[src/rtl/dmem_portb_arbiter_if.sv]
// DMEM port B bus: CCD writer and accelerator requester sides plus the ram port B pins.
// The slave modport is the arbiter's view; master is the environment's view.
interface dmem_portb_arbiter_if #(
   parameter int ADDR_W = 7,
   parameter int DATA_W = 256
);
   logic              ccd_req;
   logic              ccd_gnt;
   logic              ccd_wren;
   logic [ADDR_W-1:0] ccd_addr;
   logic [DATA_W-1:0] ccd_data;

   logic              acc_req;
   logic              acc_gnt;
   logic              acc_wren;
   logic              acc_rden;
   logic [ADDR_W-1:0] acc_addr;
   logic [DATA_W-1:0] acc_wdata;
   logic [DATA_W-1:0] acc_rdata;
   logic              acc_rvalid;

   logic [ADDR_W-1:0] ram_addr;
   logic [DATA_W-1:0] ram_data;
   logic              ram_wren;
   logic              ram_rden;
   logic [DATA_W-1:0] ram_q;

   logic              strobe_err;

   modport slave (
      input  ccd_req, ccd_wren, ccd_addr, ccd_data,
      input  acc_req, acc_wren, acc_rden, acc_addr, acc_wdata,
      input  ram_q,
      output ccd_gnt, acc_gnt, acc_rdata, acc_rvalid,
      output ram_addr, ram_data, ram_wren, ram_rden, strobe_err
   );

   modport master (
      output ccd_req, ccd_wren, ccd_addr, ccd_data,
      output acc_req, acc_wren, acc_rden, acc_addr, acc_wdata,
      output ram_q,
      input  ccd_gnt, acc_gnt, acc_rdata, acc_rvalid,
      input  ram_addr, ram_data, ram_wren, ram_rden, strobe_err
   );
endinterface

[src/rtl/dmem_portb_arbiter.sv]
// DMEM port B arbiter: sticky per-burst grants between CCD writer and accelerator,
// round-robin tie break, burst cap, one idle TURN cycle between owners, tagged read return.
module dmem_portb_arbiter #(
   parameter int ADDR_W    = 7,
   parameter int DATA_W    = 256,
   parameter int MAX_BURST = 32,
   parameter int RD_LAT    = 1
) (
   input  logic                 clk,
   input  logic                 rst_n,
   dmem_portb_arbiter_if.slave  bus
);
   localparam int CNT_W = $clog2(MAX_BURST + 1);

   typedef enum logic [1:0] {IDLE, GNT_CCD, GNT_ACC, TURN} state_t;

   typedef struct packed {
      logic              wren;
      logic              rden;
      logic [ADDR_W-1:0] addr;
      logic [DATA_W-1:0] data;
   } ram_cmd_t;

   state_t           state;
   logic             last_acc;
   logic [CNT_W-1:0] burst_cnt;
   logic [CNT_W-1:0] cnt_nxt;
   logic             ccd_gnt_q, acc_gnt_q;
   logic             ccd_hon, acc_any, acc_hon, own_hon, at_cap;
   logic             pick_ccd, pick_acc, err_set, err_q;
   ram_cmd_t         cmd;
   logic [RD_LAT:1]  vld_pipe;

   assign ccd_hon  = ccd_gnt_q & bus.ccd_wren;
   assign acc_any  = bus.acc_wren | bus.acc_rden;
   assign acc_hon  = acc_gnt_q & acc_any;
   assign own_hon  = ccd_hon | acc_hon;
   assign cnt_nxt  = (burst_cnt == CNT_W'(MAX_BURST)) ? burst_cnt : burst_cnt + CNT_W'(own_hon);
   assign at_cap   = (cnt_nxt == CNT_W'(MAX_BURST));
   // Tie goes to whoever did not own the port last.
   assign pick_ccd = bus.ccd_req & (~bus.acc_req | last_acc);
   assign pick_acc = bus.acc_req & (~bus.ccd_req | ~last_acc);
   assign err_set  = (bus.ccd_wren & ~ccd_gnt_q) | (acc_any & ~acc_gnt_q) |
                     (bus.acc_wren & bus.acc_rden);

   always_ff @(posedge clk or negedge rst_n) begin
      if (!rst_n) begin
         state     <= IDLE;
         last_acc  <= 1'b1;
         burst_cnt <= '0;
         ccd_gnt_q <= 1'b0;
         acc_gnt_q <= 1'b0;
      end else begin
         case (state)
            IDLE, TURN: begin
               burst_cnt <= '0;
               if (pick_ccd) begin
                  state     <= GNT_CCD;
                  ccd_gnt_q <= 1'b1;
               end else if (pick_acc) begin
                  state     <= GNT_ACC;
                  acc_gnt_q <= 1'b1;
               end else begin
                  state <= IDLE;
               end
            end
            GNT_CCD: begin
               if (!bus.ccd_req || (at_cap && bus.acc_req)) begin
                  state     <= TURN;
                  ccd_gnt_q <= 1'b0;
                  last_acc  <= 1'b0;
               end else begin
                  burst_cnt <= cnt_nxt;
               end
            end
            GNT_ACC: begin
               if (!bus.acc_req || (at_cap && bus.ccd_req)) begin
                  state     <= TURN;
                  acc_gnt_q <= 1'b0;
                  last_acc  <= 1'b1;
               end else begin
                  burst_cnt <= cnt_nxt;
               end
            end
            default: state <= IDLE;
         endcase
      end
   end

   // Address/data hold their last value between accesses; strobes are single-cycle.
   always_ff @(posedge clk or negedge rst_n) begin
      if (!rst_n) begin
         cmd <= '0;
      end else begin
         cmd.wren <= ccd_hon | (acc_hon & bus.acc_wren);
         cmd.rden <= acc_hon & bus.acc_rden & ~bus.acc_wren;
         if (own_hon) begin
            cmd.addr <= ccd_gnt_q ? bus.ccd_addr : bus.acc_addr;
            cmd.data <= ccd_gnt_q ? bus.ccd_data : bus.acc_wdata;
         end
      end
   end

   // Read tag follows ram_rden; independent of grant so issued reads always complete.
   always_ff @(posedge clk or negedge rst_n) begin
      if (!rst_n) begin
         vld_pipe <= '0;
         err_q    <= 1'b0;
      end else begin
         vld_pipe[1] <= cmd.rden;
         for (int i = 2; i <= RD_LAT; i++) vld_pipe[i] <= vld_pipe[i-1];
         if (err_set) err_q <= 1'b1;
      end
   end

   assign bus.ccd_gnt    = ccd_gnt_q;
   assign bus.acc_gnt    = acc_gnt_q;
   assign bus.ram_wren   = cmd.wren;
   assign bus.ram_rden   = cmd.rden;
   assign bus.ram_addr   = cmd.addr;
   assign bus.ram_data   = cmd.data;
   assign bus.acc_rvalid = vld_pipe[RD_LAT];
   assign bus.acc_rdata  = vld_pipe[RD_LAT] ? bus.ram_q : '0;
   assign bus.strobe_err = err_q;
endmodule
[src/flat_wrapper.sv]
// flat-port wrapper written by rule: the top's interface ports become plain ports
module dmem_portb_arbiter_flat 
#(
   parameter int ADDR_W    = 7,
   parameter int DATA_W    = 256,
   parameter int MAX_BURST = 32,
   parameter int RD_LAT    = 1
)
  (clk, rst_n, bus_ccd_req, bus_ccd_wren, bus_ccd_addr, bus_ccd_data, bus_acc_req, bus_acc_wren, bus_acc_rden, bus_acc_addr, bus_acc_wdata, bus_ram_q, bus_ccd_gnt, bus_acc_gnt, bus_acc_rdata, bus_acc_rvalid, bus_ram_addr, bus_ram_data, bus_ram_wren, bus_ram_rden, bus_strobe_err);
  dmem_portb_arbiter_if #(.ADDR_W(ADDR_W), .DATA_W(DATA_W)) bus_i ();
  input  logic clk;
  input  logic rst_n;
  input wire logic [$bits(bus_i.ccd_req)-1:0] bus_ccd_req;
  input wire logic [$bits(bus_i.ccd_wren)-1:0] bus_ccd_wren;
  input wire logic [$bits(bus_i.ccd_addr)-1:0] bus_ccd_addr;
  input wire logic [$bits(bus_i.ccd_data)-1:0] bus_ccd_data;
  input wire logic [$bits(bus_i.acc_req)-1:0] bus_acc_req;
  input wire logic [$bits(bus_i.acc_wren)-1:0] bus_acc_wren;
  input wire logic [$bits(bus_i.acc_rden)-1:0] bus_acc_rden;
  input wire logic [$bits(bus_i.acc_addr)-1:0] bus_acc_addr;
  input wire logic [$bits(bus_i.acc_wdata)-1:0] bus_acc_wdata;
  input wire logic [$bits(bus_i.ram_q)-1:0] bus_ram_q;
  output wire logic [$bits(bus_i.ccd_gnt)-1:0] bus_ccd_gnt;
  output wire logic [$bits(bus_i.acc_gnt)-1:0] bus_acc_gnt;
  output wire logic [$bits(bus_i.acc_rdata)-1:0] bus_acc_rdata;
  output wire logic [$bits(bus_i.acc_rvalid)-1:0] bus_acc_rvalid;
  output wire logic [$bits(bus_i.ram_addr)-1:0] bus_ram_addr;
  output wire logic [$bits(bus_i.ram_data)-1:0] bus_ram_data;
  output wire logic [$bits(bus_i.ram_wren)-1:0] bus_ram_wren;
  output wire logic [$bits(bus_i.ram_rden)-1:0] bus_ram_rden;
  output wire logic [$bits(bus_i.strobe_err)-1:0] bus_strobe_err;
  assign bus_i.ccd_req = bus_ccd_req;
  assign bus_i.ccd_wren = bus_ccd_wren;
  assign bus_i.ccd_addr = bus_ccd_addr;
  assign bus_i.ccd_data = bus_ccd_data;
  assign bus_i.acc_req = bus_acc_req;
  assign bus_i.acc_wren = bus_acc_wren;
  assign bus_i.acc_rden = bus_acc_rden;
  assign bus_i.acc_addr = bus_acc_addr;
  assign bus_i.acc_wdata = bus_acc_wdata;
  assign bus_i.ram_q = bus_ram_q;
  assign bus_ccd_gnt = bus_i.ccd_gnt;
  assign bus_acc_gnt = bus_i.acc_gnt;
  assign bus_acc_rdata = bus_i.acc_rdata;
  assign bus_acc_rvalid = bus_i.acc_rvalid;
  assign bus_ram_addr = bus_i.ram_addr;
  assign bus_ram_data = bus_i.ram_data;
  assign bus_ram_wren = bus_i.ram_wren;
  assign bus_ram_rden = bus_i.ram_rden;
  assign bus_strobe_err = bus_i.strobe_err;
  dmem_portb_arbiter #(.ADDR_W(ADDR_W), .DATA_W(DATA_W), .MAX_BURST(MAX_BURST), .RD_LAT(RD_LAT)) u_core (.clk(clk), .rst_n(rst_n), .bus(bus_i));
endmodule
[config.mk]
export PLATFORM = sky130hd
export DESIGN_NAME = dmem_portb_arbiter_flat
export DESIGN_NICKNAME = d
export VERILOG_FILES = /design/src/rtl/dmem_portb_arbiter_if.sv /design/src/rtl/dmem_portb_arbiter.sv /design/src/flat_wrapper.sv
export SDC_FILE = /design/constraint.sdc
export NUM_CORES = 1
export LEC_CHECK = 0
export ABC_AREA = 1
export CAP_MARGIN = 20
export CORE_AREA = 2 2 507 509
export DETAILED_ROUTE_END_ITERATION = 10
export DIE_AREA = 0 0 509 511
export PLACE_DENSITY = 0.3
export SLEW_MARGIN = 20
export SYNTH_ARGS = -nofsm -noshare
export SYNTH_HDL_FRONTEND = slang
export SYNTH_SLANG_ARGS = --single-unit
[constraint.sdc]
create_clock -name clk -period 3 [get_ports clk]
set_input_delay 0.6 -clock clk [delete_from_list [all_inputs] [get_ports clk]]
set_output_delay 0.6 -clock clk [all_outputs]
set_load 0.01 [all_outputs]
==> results.json <==
{
  "status": "finished, final reports clean",
  "yosys-top-cells-area": "dfrtp_1 (47%), nand2_1 (21%), a31oi_1 (11%)",
  "ys_top_cells_by_count": "nand2_1 (821), dfrtp_1 (277), nor2_1 (275)",
  "report.final.hold_viol_count": 0,
  "globalplace.congestion": 0.888,
  "viasPerCell": 2.95,
  "endpoint_kind": "output port",
  "cts_sinks": 278,
  "setup_viol": 0,
  "layout_setup_ws_ns": 0.123,
  "rows": 186,
  "p_leak_nw": 15.5,
  "grt_overflow": 0,
  "power_density_nw_per_um2": 752,
  "fin_skew_ns": 0.0650,
  "crit_type": "flip-flop to output port",
  "first_pass_iters": 7,
  "path_max_fanout": 26,
  "dp_cells": 6705,
  "startpoint_type": "flip-flop",
  "drc": 0,
  "fin_util_pct": 13.2,
  "synth_top_area_share_pct": 47.4,
  "die_h_um": 511,
  "initial_core_util_pct": 5.73,
  "dr.first_iter.drc_count": 973,
  "grt_pass1_wl_um": 228000,
  "holdWs_ns": 0.470,
  "syn_nets": 2893,
  "yosysWarningCount": 0,
  "max_freq_ghz": 0.348,
  "grt_max_degree": 186,
  "grt_use_total_pct": 13.4,
  "min_period_ns": 2.88,
  "cts_buffers": 46,
  "synth_edf_count": 0,
  "cts_tree": "done",
  "die_area_um2": 260000,
  "instances_no_fill": 6822,
  "ys_async_sr_fraction_pct": 100,
  "core_area_um2": 255000,
  "seq_area_frac_synth_pct": 47.5,
  "worstPathArrival_ns": 2.28,
  "io_buffer_count": 1313,
  "synth_cell_types": 23,
  "cts.reportedPaths.clkPinSlew_ns": 0.07,
  "area_growth_syn_to_layout_pct": 130,
  "grt_pass1_vias": 20929,
  "dp_hpwl_um": 160000,
  "synth.most_common_cell": "nand2_1",
  "grt_antenna_before_repair": 125,
  "slew_headroom_pct": 30.9,
  "setup_tns_ns": 0,
  "maxCapViolCount": 0,
  "die_x_um": 509,
  "drive_above_1_share_pct": 7.70,
  "cts-root-buf": "clkbuf_16",
  "ir_drop_mv": 0.353,
  "syn_avg_cell_area_um2": 6.97,
  "routed_wl_um": 182000,
  "place_area_um2": 32000,
  "fin_crit_sh_pct": 95.9,
  "synth_top_area_cell": "dfrtp_1",
  "n_fill_cell": 29505,
  "required_ns": 2.40,
  "clock_path_buffers": 3,
  "slew_viol_final": 0,
  "cts.htree.levels": 2,
  "stdcell_area_um2": 33700,
  "p_total_mw": 25.3,
  "antenna_left": 0,
  "synth_ff_type": "dfrtp_1",
  "dp_slack_ns": 0.165,
  "vias": 20151,
  "fin_nets": 4185,
  "io_pins": 1314,
  "worst_pin_slew_ns": 1.04,
  "rsz0062_at_grt": "yes",
  "netlist_area_um2": 14600,
  "synthCells": 2100,
  "wl_per_cell_um": 26.7,
  "hp-class": "flip-flop to flip-flop",
  "insertion_delay_ns": 0.68,
  "synth_seq_cells": 278
}
-- sequential cells by signal, indices dropped and copies added, names as in the netlist --
register	cells
u_core.state	2
u_core.bus.ram_rden	1
u_core.last_acc	1
u_core.burst_cnt	6
u_core.bus.ram_data	256
u_core.bus.acc_rvalid	1
u_core.bus.ram_wren	1
u_core.bus.strobe_err	1
u_core.bus.acc_gnt	1
u_core.bus.ram_addr	7
u_core.bus.ccd_gnt	1
-- worst max-delay path, stage by stage (launching register included) --
cell and delay [ns]:
dfrtp_4 0.53, buf_4 0.18, buf_12 0.17, nand2_1 0.08, inv_1 0.07, clkdlybuf4s50_1 0.55
-- power by group --
part           switching (mW)  internal (mW)
Clock                    2.39           3.38
Sequential               1.34           5.49
Combinational            7.41           5.31
Total                    11.1           14.2
-- layout by cell type, fill, tap and decap left out, types with 4 or more instances in the layout --
| master | synthesis | final |
|---|---|---|
| clkdlybuf4s50_1 | 0 | 1064 |
| inv_1 | 273 | 272 |
| diode_2 | 0 | 10 |
| clkbuf_16 | 0 | 47 |
| clkbuf_8 | 0 | 7 |
| nand3_1 | 15 | 14 |
| dfrtp_1 | 277 | 275 |
| clkbuf_1 | 104 | 9 |
| nand2_1 | 821 | 806 |
| ha_1 | 4 | 4 |
| clkinv_2 | 0 | 4 |
| clkinvlp_4 | 0 | 6 |
| dlygate4sd2_1 | 0 | 121 |
| buf_6 | 1 | 12 |
| buf_2 | 28 | 49 |
| nand2_4 | 3 | 8 |
| bufinv_16 | 0 | 4 |
| buf_4 | 0 | 63 |
| clkdlybuf4s15_1 | 0 | 35 |
| nor2_1 | 275 | 275 |
| nand2_2 | 4 | 14 |
| dlymetal6s2s_1 | 0 | 11 |
| a31oi_1 | 263 | 263 |
| buf_16 | 0 | 6 |
| buf_12 | 0 | 19 |
-- timing repair --
item	CTS	global route
hold endpoints to repair	13	0
pin swaps	0	1
buffers inserted	18	0
setup endpoints to repair	234	82
gates resized for setup	462	24
cloned	4	1
hold buffers	1	0
-- logic make-up after synthesis --
| family | count (synthesis) | share of synthesized area, % |
|---|---|---|
| and+or+nand+nor | 1125 | 29.4 |
| buffers and inverters | 419 | 11.0 |
| DFF | 278 | 47.5 |
| AOI/OAI and AO/OA | 274 | 11.7 |
| adders and majority gates | 4 | 0.342 |
-- cell type report --
| type | count | area, um2 | share of cell area (%) |
|---|---|---|---|
| Timing Repair Buffer | 1390 | 13700 | 40.7 |
| Tap cell | 3384 | 4230 | 12.6 |
| Clock buffer | 62 | 1280 | 3.80 |
| Multi-Input combinational cell | 1403 | 6140 | 18.2 |
| Antenna cell | 10 | 25.0 | 0.0743 |
| Inverter | 273 | 1030 | 3.07 |
| Sequential cell | 278 | 6970 | 20.7 |
| Clock inverter | 22 | 290 | 0.862 |
-- metal layers --
| metal | wire length [um] | global-route usage (%) |
|---|---|---|
| met1 | 62500 | 13.2 |
| met2 | 94200 | 25.3 |
| met3 | 20500 | 6.45 |
| met4 | 4610 | 2.59 |
| met5 | 27 | 0 |
-- path summary, 6_finish.rpt --
path / from / endpoint / slack, ns / cells past startpoint
max in group asynchronous: rst_n / u_core.bus.ram_data[4] / 1.55 / 3
worst min-delay path: u_core.bus.ram_rden / u_core.bus.acc_rvalid / 0.47 / 0
worst max register to register: u_core.bus.acc_gnt / u_core.bus.ccd_gnt / 0.75 / 15
worst max-delay path: u_core.bus.acc_rvalid / bus_acc_rdata[55] / 0.12 / 5
worst min register to register: u_core.bus.ram_rden / u_core.bus.acc_rvalid / 0.47 / 0
min in group asynchronous: rst_n / u_core.bus.ram_data[154] / 0.50 / 2
(Power assumes the default switching activity.)
